**src/rtl/sec_pkg.sv**
```systemverilog
// Shared definitions for the security sequencer: state encoding, Z values and sizing helpers.
package sec_pkg;

  typedef enum logic [2:0] {
    ST_DISARMED = 3'd0,
    ST_EXIT     = 3'd1,
    ST_ARMED    = 3'd2,
    ST_ENTRY    = 3'd3,
    ST_ALARM    = 3'd4,
    ST_LOCKOUT  = 3'd5
  } sec_state_t;

  localparam logic [2:0] Z_DISARMED = 3'd0;
  localparam logic [2:0] Z_EXIT     = 3'd1;
  localparam logic [2:0] Z_ARMED    = 3'd2;
  localparam logic [2:0] Z_ENTRY    = 3'd3;
  localparam logic [2:0] Z_ALARM    = 3'd4;
  localparam logic [2:0] Z_LOCKOUT  = 3'd5;

  function automatic int max4(input int a, input int b, input int c, input int d);
    int m;
    m = a;
    if (b > m) m = b;
    if (c > m) m = c;
    if (d > m) m = d;
    return m;
  endfunction

  // A count of 1 would give a zero-width vector, so floor the width at one bit.
  function automatic int width_for(input int n);
    return (n > 1) ? $clog2(n) : 1;
  endfunction

endpackage

```
**src/rtl/sec_timer.sv**
```systemverilog
// Loadable down-counter; holds at zero and flags expiry while the count is zero.
module sec_timer #(
  parameter int W = 4
) (
  input  logic         clk,
  input  logic         rst_n,
  input  logic         load,
  input  logic [W-1:0] load_val,
  output logic         expired
);

  logic [W-1:0] count_q;
  logic [W-1:0] count_d;

  always_comb begin
    count_d = count_q;
    if (load) begin
      count_d = load_val;
    end else if (count_q != '0) begin
      count_d = count_q - 1'b1;
    end
  end

  always_ff @(posedge clk or negedge rst_n) begin
    if (!rst_n) begin
      count_q <= '0;
    end else begin
      count_q <= count_d;
    end
  end

  assign expired = (count_q == '0);

endmodule

```
**src/rtl/alarm_sequencer.sv**
```systemverilog
// Security sequencer: arm/exit/entry/siren/lockout timing around code-checker V/E pulses.
module alarm_sequencer
  import sec_pkg::*;
#(
  parameter int EXIT_CYCLES    = 8,
  parameter int ENTRY_CYCLES   = 16,
  parameter int SIREN_CYCLES   = 32,
  parameter int LOCKOUT_CYCLES = 64,
  parameter int MAX_TRIES      = 3,
  localparam int TRW = $clog2(MAX_TRIES + 1)
) (
  input  logic           U,
  input  logic           R,
  input  logic           S,
  input  logic           D,
  input  logic           V,
  input  logic           E,
  output logic [2:0]     Z,
  output logic           A,
  output logic           L,
  output logic [TRW-1:0] T
);

  localparam int TW = width_for(max4(EXIT_CYCLES, ENTRY_CYCLES, SIREN_CYCLES, LOCKOUT_CYCLES));
  localparam logic [TW-1:0] EXIT_LOAD    = TW'(EXIT_CYCLES - 1);
  localparam logic [TW-1:0] ENTRY_LOAD   = TW'(ENTRY_CYCLES - 1);
  localparam logic [TW-1:0] SIREN_LOAD   = TW'(SIREN_CYCLES - 1);
  localparam logic [TW-1:0] LOCKOUT_LOAD = TW'(LOCKOUT_CYCLES - 1);
  localparam logic [TRW:0]  TRIES_LIMIT  = (TRW + 1)'(MAX_TRIES);

  sec_state_t     state_q, state_d;
  logic [TRW-1:0] tries_q, tries_d;
  logic           tmr_load;
  logic [TW-1:0]  tmr_val;
  logic           tmr_expired;
  logic           v_only;
  logic [TRW:0]   tries_plus;
  logic           tries_hit;

  sec_timer #(.W(TW)) u_timer (
    .clk      (U),
    .rst_n    (R),
    .load     (tmr_load),
    .load_val (tmr_val),
    .expired  (tmr_expired)
  );

  // A simultaneous V and E is treated as a wrong code only.
  assign v_only     = V & ~E;
  assign tries_plus = {1'b0, tries_q} + 1'b1;
  assign tries_hit  = (tries_plus >= TRIES_LIMIT);

  always_comb begin
    state_d  = state_q;
    tries_d  = tries_q;
    tmr_load = 1'b0;
    tmr_val  = '0;
    case (state_q)
      ST_DISARMED: begin
        if (S) begin
          state_d  = ST_EXIT;
          tmr_load = 1'b1;
          tmr_val  = EXIT_LOAD;
        end
      end
      ST_EXIT: begin
        if (!S || v_only) begin
          state_d = ST_DISARMED;
        end else if (tmr_expired) begin
          state_d = ST_ARMED;
        end
      end
      ST_ARMED: begin
        if (v_only) begin
          state_d = ST_DISARMED;
        end else if (D) begin
          state_d  = ST_ENTRY;
          tmr_load = 1'b1;
          tmr_val  = ENTRY_LOAD;
        end
      end
      ST_ENTRY: begin
        // Priority: lockout on the limiting E, then a valid code, then expiry.
        if (E) begin
          tries_d = tries_hit ? TRIES_LIMIT[TRW-1:0] : tries_plus[TRW-1:0];
        end
        if (E && tries_hit) begin
          state_d  = ST_LOCKOUT;
          tmr_load = 1'b1;
          tmr_val  = LOCKOUT_LOAD;
        end else if (v_only) begin
          state_d = ST_DISARMED;
          tries_d = '0;
        end else if (tmr_expired) begin
          state_d  = ST_ALARM;
          tmr_load = 1'b1;
          tmr_val  = SIREN_LOAD;
        end
      end
      ST_ALARM: begin
        if (v_only) begin
          state_d = ST_DISARMED;
          tries_d = '0;
        end else if (tmr_expired) begin
          state_d = ST_ARMED;
          tries_d = '0;
        end
      end
      ST_LOCKOUT: begin
        if (tmr_expired) begin
          state_d  = ST_ALARM;
          tries_d  = '0;
          tmr_load = 1'b1;
          tmr_val  = SIREN_LOAD;
        end
      end
      default: begin
        state_d = ST_DISARMED;
      end
    endcase
  end

  always_ff @(posedge U or negedge R) begin
    if (!R) begin
      state_q <= ST_DISARMED;
      tries_q <= '0;
    end else begin
      state_q <= state_d;
      tries_q <= tries_d;
    end
  end

  assign Z = state_q;
  assign A = (state_q == ST_ALARM) || (state_q == ST_LOCKOUT);
  assign L = (state_q == ST_LOCKOUT);
  assign T = tries_q;

endmodule

```
**config.mk**
```make
export PLATFORM = sky130hd
export DESIGN_NAME = alarm_sequencer
export DESIGN_NICKNAME = d
export VERILOG_FILES = /design/src/rtl/sec_pkg.sv /design/src/rtl/sec_timer.sv /design/src/rtl/alarm_sequencer.sv
export SDC_FILE = /design/constraint.sdc
export NUM_CORES = 1
export LEC_CHECK = 0
export CAP_MARGIN = 20
export CORE_MARGIN = 2
export CORE_UTILIZATION = 55
export CTS_CLUSTER_DIAMETER = 200
export CTS_CLUSTER_SIZE = 8
export DETAILED_ROUTE_END_ITERATION = 16
export DONT_BUFFER_PORTS = 1
export PLACE_DENSITY = 0.7
export SYNTH_ARGS = -nofsm -noshare
export SYNTH_HDL_FRONTEND = slang
export SYNTH_HIERARCHICAL = 1
export SYNTH_SLANG_ARGS = --single-unit
```
**constraint.sdc**
```tcl
create_clock -name U -period 2.2 [get_ports U]
set_input_delay 0.33 -clock U [delete_from_list [all_inputs] [get_ports U]]
set_output_delay 0.33 -clock U [all_outputs]
set_load 0.03 [all_outputs]
```
==> metrics.md <==
| Metric | Value |
|---|---|
| Worst slew margin | 65.73% |
| Tightest Pin Transition | slightly above 0.5 ns |
| Number of H-tree levels | 1 |
| Most used flip-flop cell after synthesis | dfrtp_1 |
| Vias in the first global route | 719 |
| Total half-perimeter wirelength after legalization and detailed placement | 1344 um |
| CTS root buf | clkbuf_4 |
| GRT Residual Overflow | 0 |
| Pin count of the biggest net entering global routing | 15 |
| TritonCTS clock tree | done |
| Die width | 42.72 um |
| YS warnings | 6 |
| Total Negative Setup Slacks | 0 ns |
| Num rows | 13 |
| Detailed router's first-iteration violation count | 22 |
| Min Tclk post-route | around 2.1 ns |
| Gate count of the mapped netlist | between 90 and 100 |
| Starting density of the core | 61.08% |
| Post-synthesis area per instance | approximately 8.4 um2 |
| Async set or reset register ratio after synthesis | 100.0% |
| Netlist Area Pre-Place | 824.5 um2 |
| Setup repair after global routing missed its margin | false |
| Avg Vias per Cell | 6.106 |
| Clock tree buffer depth | 2 |
| Die area | 1825 um2 |
| Crit path cell chain | inv_1, ha_1, and2_4, o211ai_1, nand4_1, buf_4, o41ai_2 |
| # clock sinks | 11 |
| Buffers & Inverters on Critical Path | 2 |
| Portion of the clock cycle consumed by the worst path in the final layout | 95.77% |
| Arrival time reported for the critical path endpoint | 2.28 ns |
| Global Route Usage Sum | a little under a quarter |
| Power per unit of standard cell area | 1225 nW/um2 |
| Number of primary I/O pins | 13 |
| Last weighted congestion value of the routability-driven placer | 0.8348 |
| Average wire per cell in the routed design | ~15 um |
| Net total in the final layout | 117 |
| Clock buffers created by TritonCTS | 3 |
| Syn nets | 106 |
| Total of max-cap violations | 0 |
| Ant. Diodes | 0 |
| Worst-path cell with the longest stage delay | dfrtp_1 |
| Final hold viol count | 0 |
| Post-synthesis to final-layout area growth | 12.29% |
| Routed Wire Length | 1884 um |
| Post-route clock skew | 0.005871 ns |
| Antenna Nets Post-Route | 0 |
| Number of remaining DRC errors | 0 |
| Critical Path Sink Type | flip-flop |
| Core ar. | 1350 um2 |
| Number of vias in the routed layout | 751 |
| Share of the yosys chip area belonging to registers | 33.38% |
| Top Family by Delay on Critical Path | simple AND/OR/NAND/NOR gates |
| Overall power consumption | 0.001134 W |
| Total count of max-transition violations in the final report | 0 |
| Result of the run | finished clean |
| Worst-path maximum fanout | 9 |
| Max stage delay on crit path | 0.40 ns |
| Peak clock frequency supported by timing | 474.6 MHz |
| Element type at the critical path start | flip-flop |
| Data required time of the critical path | between 2 and 2.5 ns |
| P_leak | between 0.4 and 0.5 nW |
| Largest vdd supply drop | 0.6865 mV |
| Die height | 42.72 um |
| Clock slew at the register clock pins of the worst setup and hold paths | ~0.070 ns |
| Total setup violations reported at the end of the flow | 0 |
| First-pass iteration count of the detailed router | 4 |
| EDFF count, synth | 0 |
| First-pass GRT wire length | ~3100 um |
| Worst Path Class, Setup | flip-flop to flip-flop |
| Class of the tightest hold or removal check | input port to flip-flop |
| Antenna violations before repair | 0 |
| Number of register bits inferred by synthesis | 11 |
| Layout cells sized above 1 | 20.37% |
| Post-synthesis cell type count | 42 |
| Fin cells | 123 |
| Dpl cells | 116 |
| Skew-Pair Late Insertion Delay | 0.28 ns |
| Buffers added on ports | 0 |
==> cells in the final DEF, fill, tap and decap left out, types with 2 or more instances in the layout <==
cell      count
nor2_1       10
clkbuf_4      3
mux2i_1       2
inv_1         7
a31oi_1       2
ha_1          2
nand2b_1      2
a21oi_1       4
o31ai_1       3
buf_4        10
o21ai_0       6
nand4_1       3
nand2_1       9
nor3_1        2
dfrtp_1      11
nand3_1       3
nor2b_1       2
xnor2_1       3
==> repair_timing <==
item / CTS / global route
gates resized for setup: 0 / 0
endpoints found under the hold margin: 11 / 0
hold buffers: 1 / 0
buffers inserted: 0 / 2
endpoints found under the setup margin: 0 / 3
==> layer usage <==
metal | global-route usage (%) | vias up | routed length, um
li1 | - | 370 | -
met1 | 30.08 | 345 | 851
met2 | 35.76 | 26 | 864
met4 | 7.500 | 0 | 53
met5 | 0 | - | 0
met3 | 7.660 | 10 | 115
==> cells by family after synthesis <==
| group | after synthesis | share of synthesized area (%) |
|---|---|---|
| flops | 11 | 33.38 |
| mux | 2 | 2.428 |
| xor+xnor | 3 | 3.187 |
| simple gates | 44 | 30.65 |
| compound gates | 24 | 20.64 |
| buf+inv | 12 | 6.676 |
| fa+ha+maj | 2 | 3.034 |
==> through the flow <==
step	instance area (um2)	hold WS (ns)	worst slack, ns	util (%)
4_1_cts	910.9	0.2706	0.1054	67.47
5_1_grt	925.9	0.2731	0.01191	68.58
3_3_place_gp	874.6	0.03464	0.2022	64.78
3_5_place_dp	874.6	0.03465	0.1325	64.78
2_1_floorplan	824.5	0.03441	0.1824	-
6_report	925.9	0.2765	0.09310	68.58
==> Yosys cell counts (2+ instances only) <==
library cell	count	area [um2]
dfrtp_1	11	275.3
nor2_1	10	37.54
nand2_1	9	33.78
inv_1	7	26.28
o21ai_0	6	30.03
a21oi_1	4	20.02
nand3_1	3	15.01
nand4_1	3	18.77
o31ai_1	3	22.52
xnor2_1	3	26.28
a31oi_1	2	12.51
clkbuf_1	2	7.510
ha_1	2	25.02
mux2i_1	2	20.02
nand2b_1	2	12.51
nor2b_1	2	12.51
nor3_1	2	10.01
==> path summary, 6_finish.rpt <==
path	from	endpoint	slack [ns]	cells past startpoint
min in group asynchronous	R	u_timer/count_q[2]	0.46	1
min reg2reg	u_timer/count_q[0]	u_timer/count_q[0]	0.63	2
min	D	Z[0]	0.28	2
max reg2reg	u_timer/count_q[0]	u_timer/count_q[5]	0.09	7
max in group asynchronous	R	u_timer/count_q[3]	1.39	1
max	u_timer/count_q[0]	u_timer/count_q[5]	0.09	7
==> report_power, final <==
part	internal (W)	switching, W
combinational	0.000276	0.000330
clock	0.0000704	0.0000712
sequential	0.000272	0.000115
total	0.000618	0.000516
==> sequential cells by signal (all words and copies together) (netlist names) <==
name,cells
T,2
Z,3
u_timer/count_q,6
==> final cells by class <==
cell class / instances / area [um2]
inverter: 7 / 26.28
fill: 117 / 424.2
sequential: 11 / 275.3
tap: 15 / 18.77
clock buffer: 4 / 26.28
multi-input combinational: 75 / 494.2
timing repair buffer: 11 / 85.08
(Power assumes the default switching activity.)
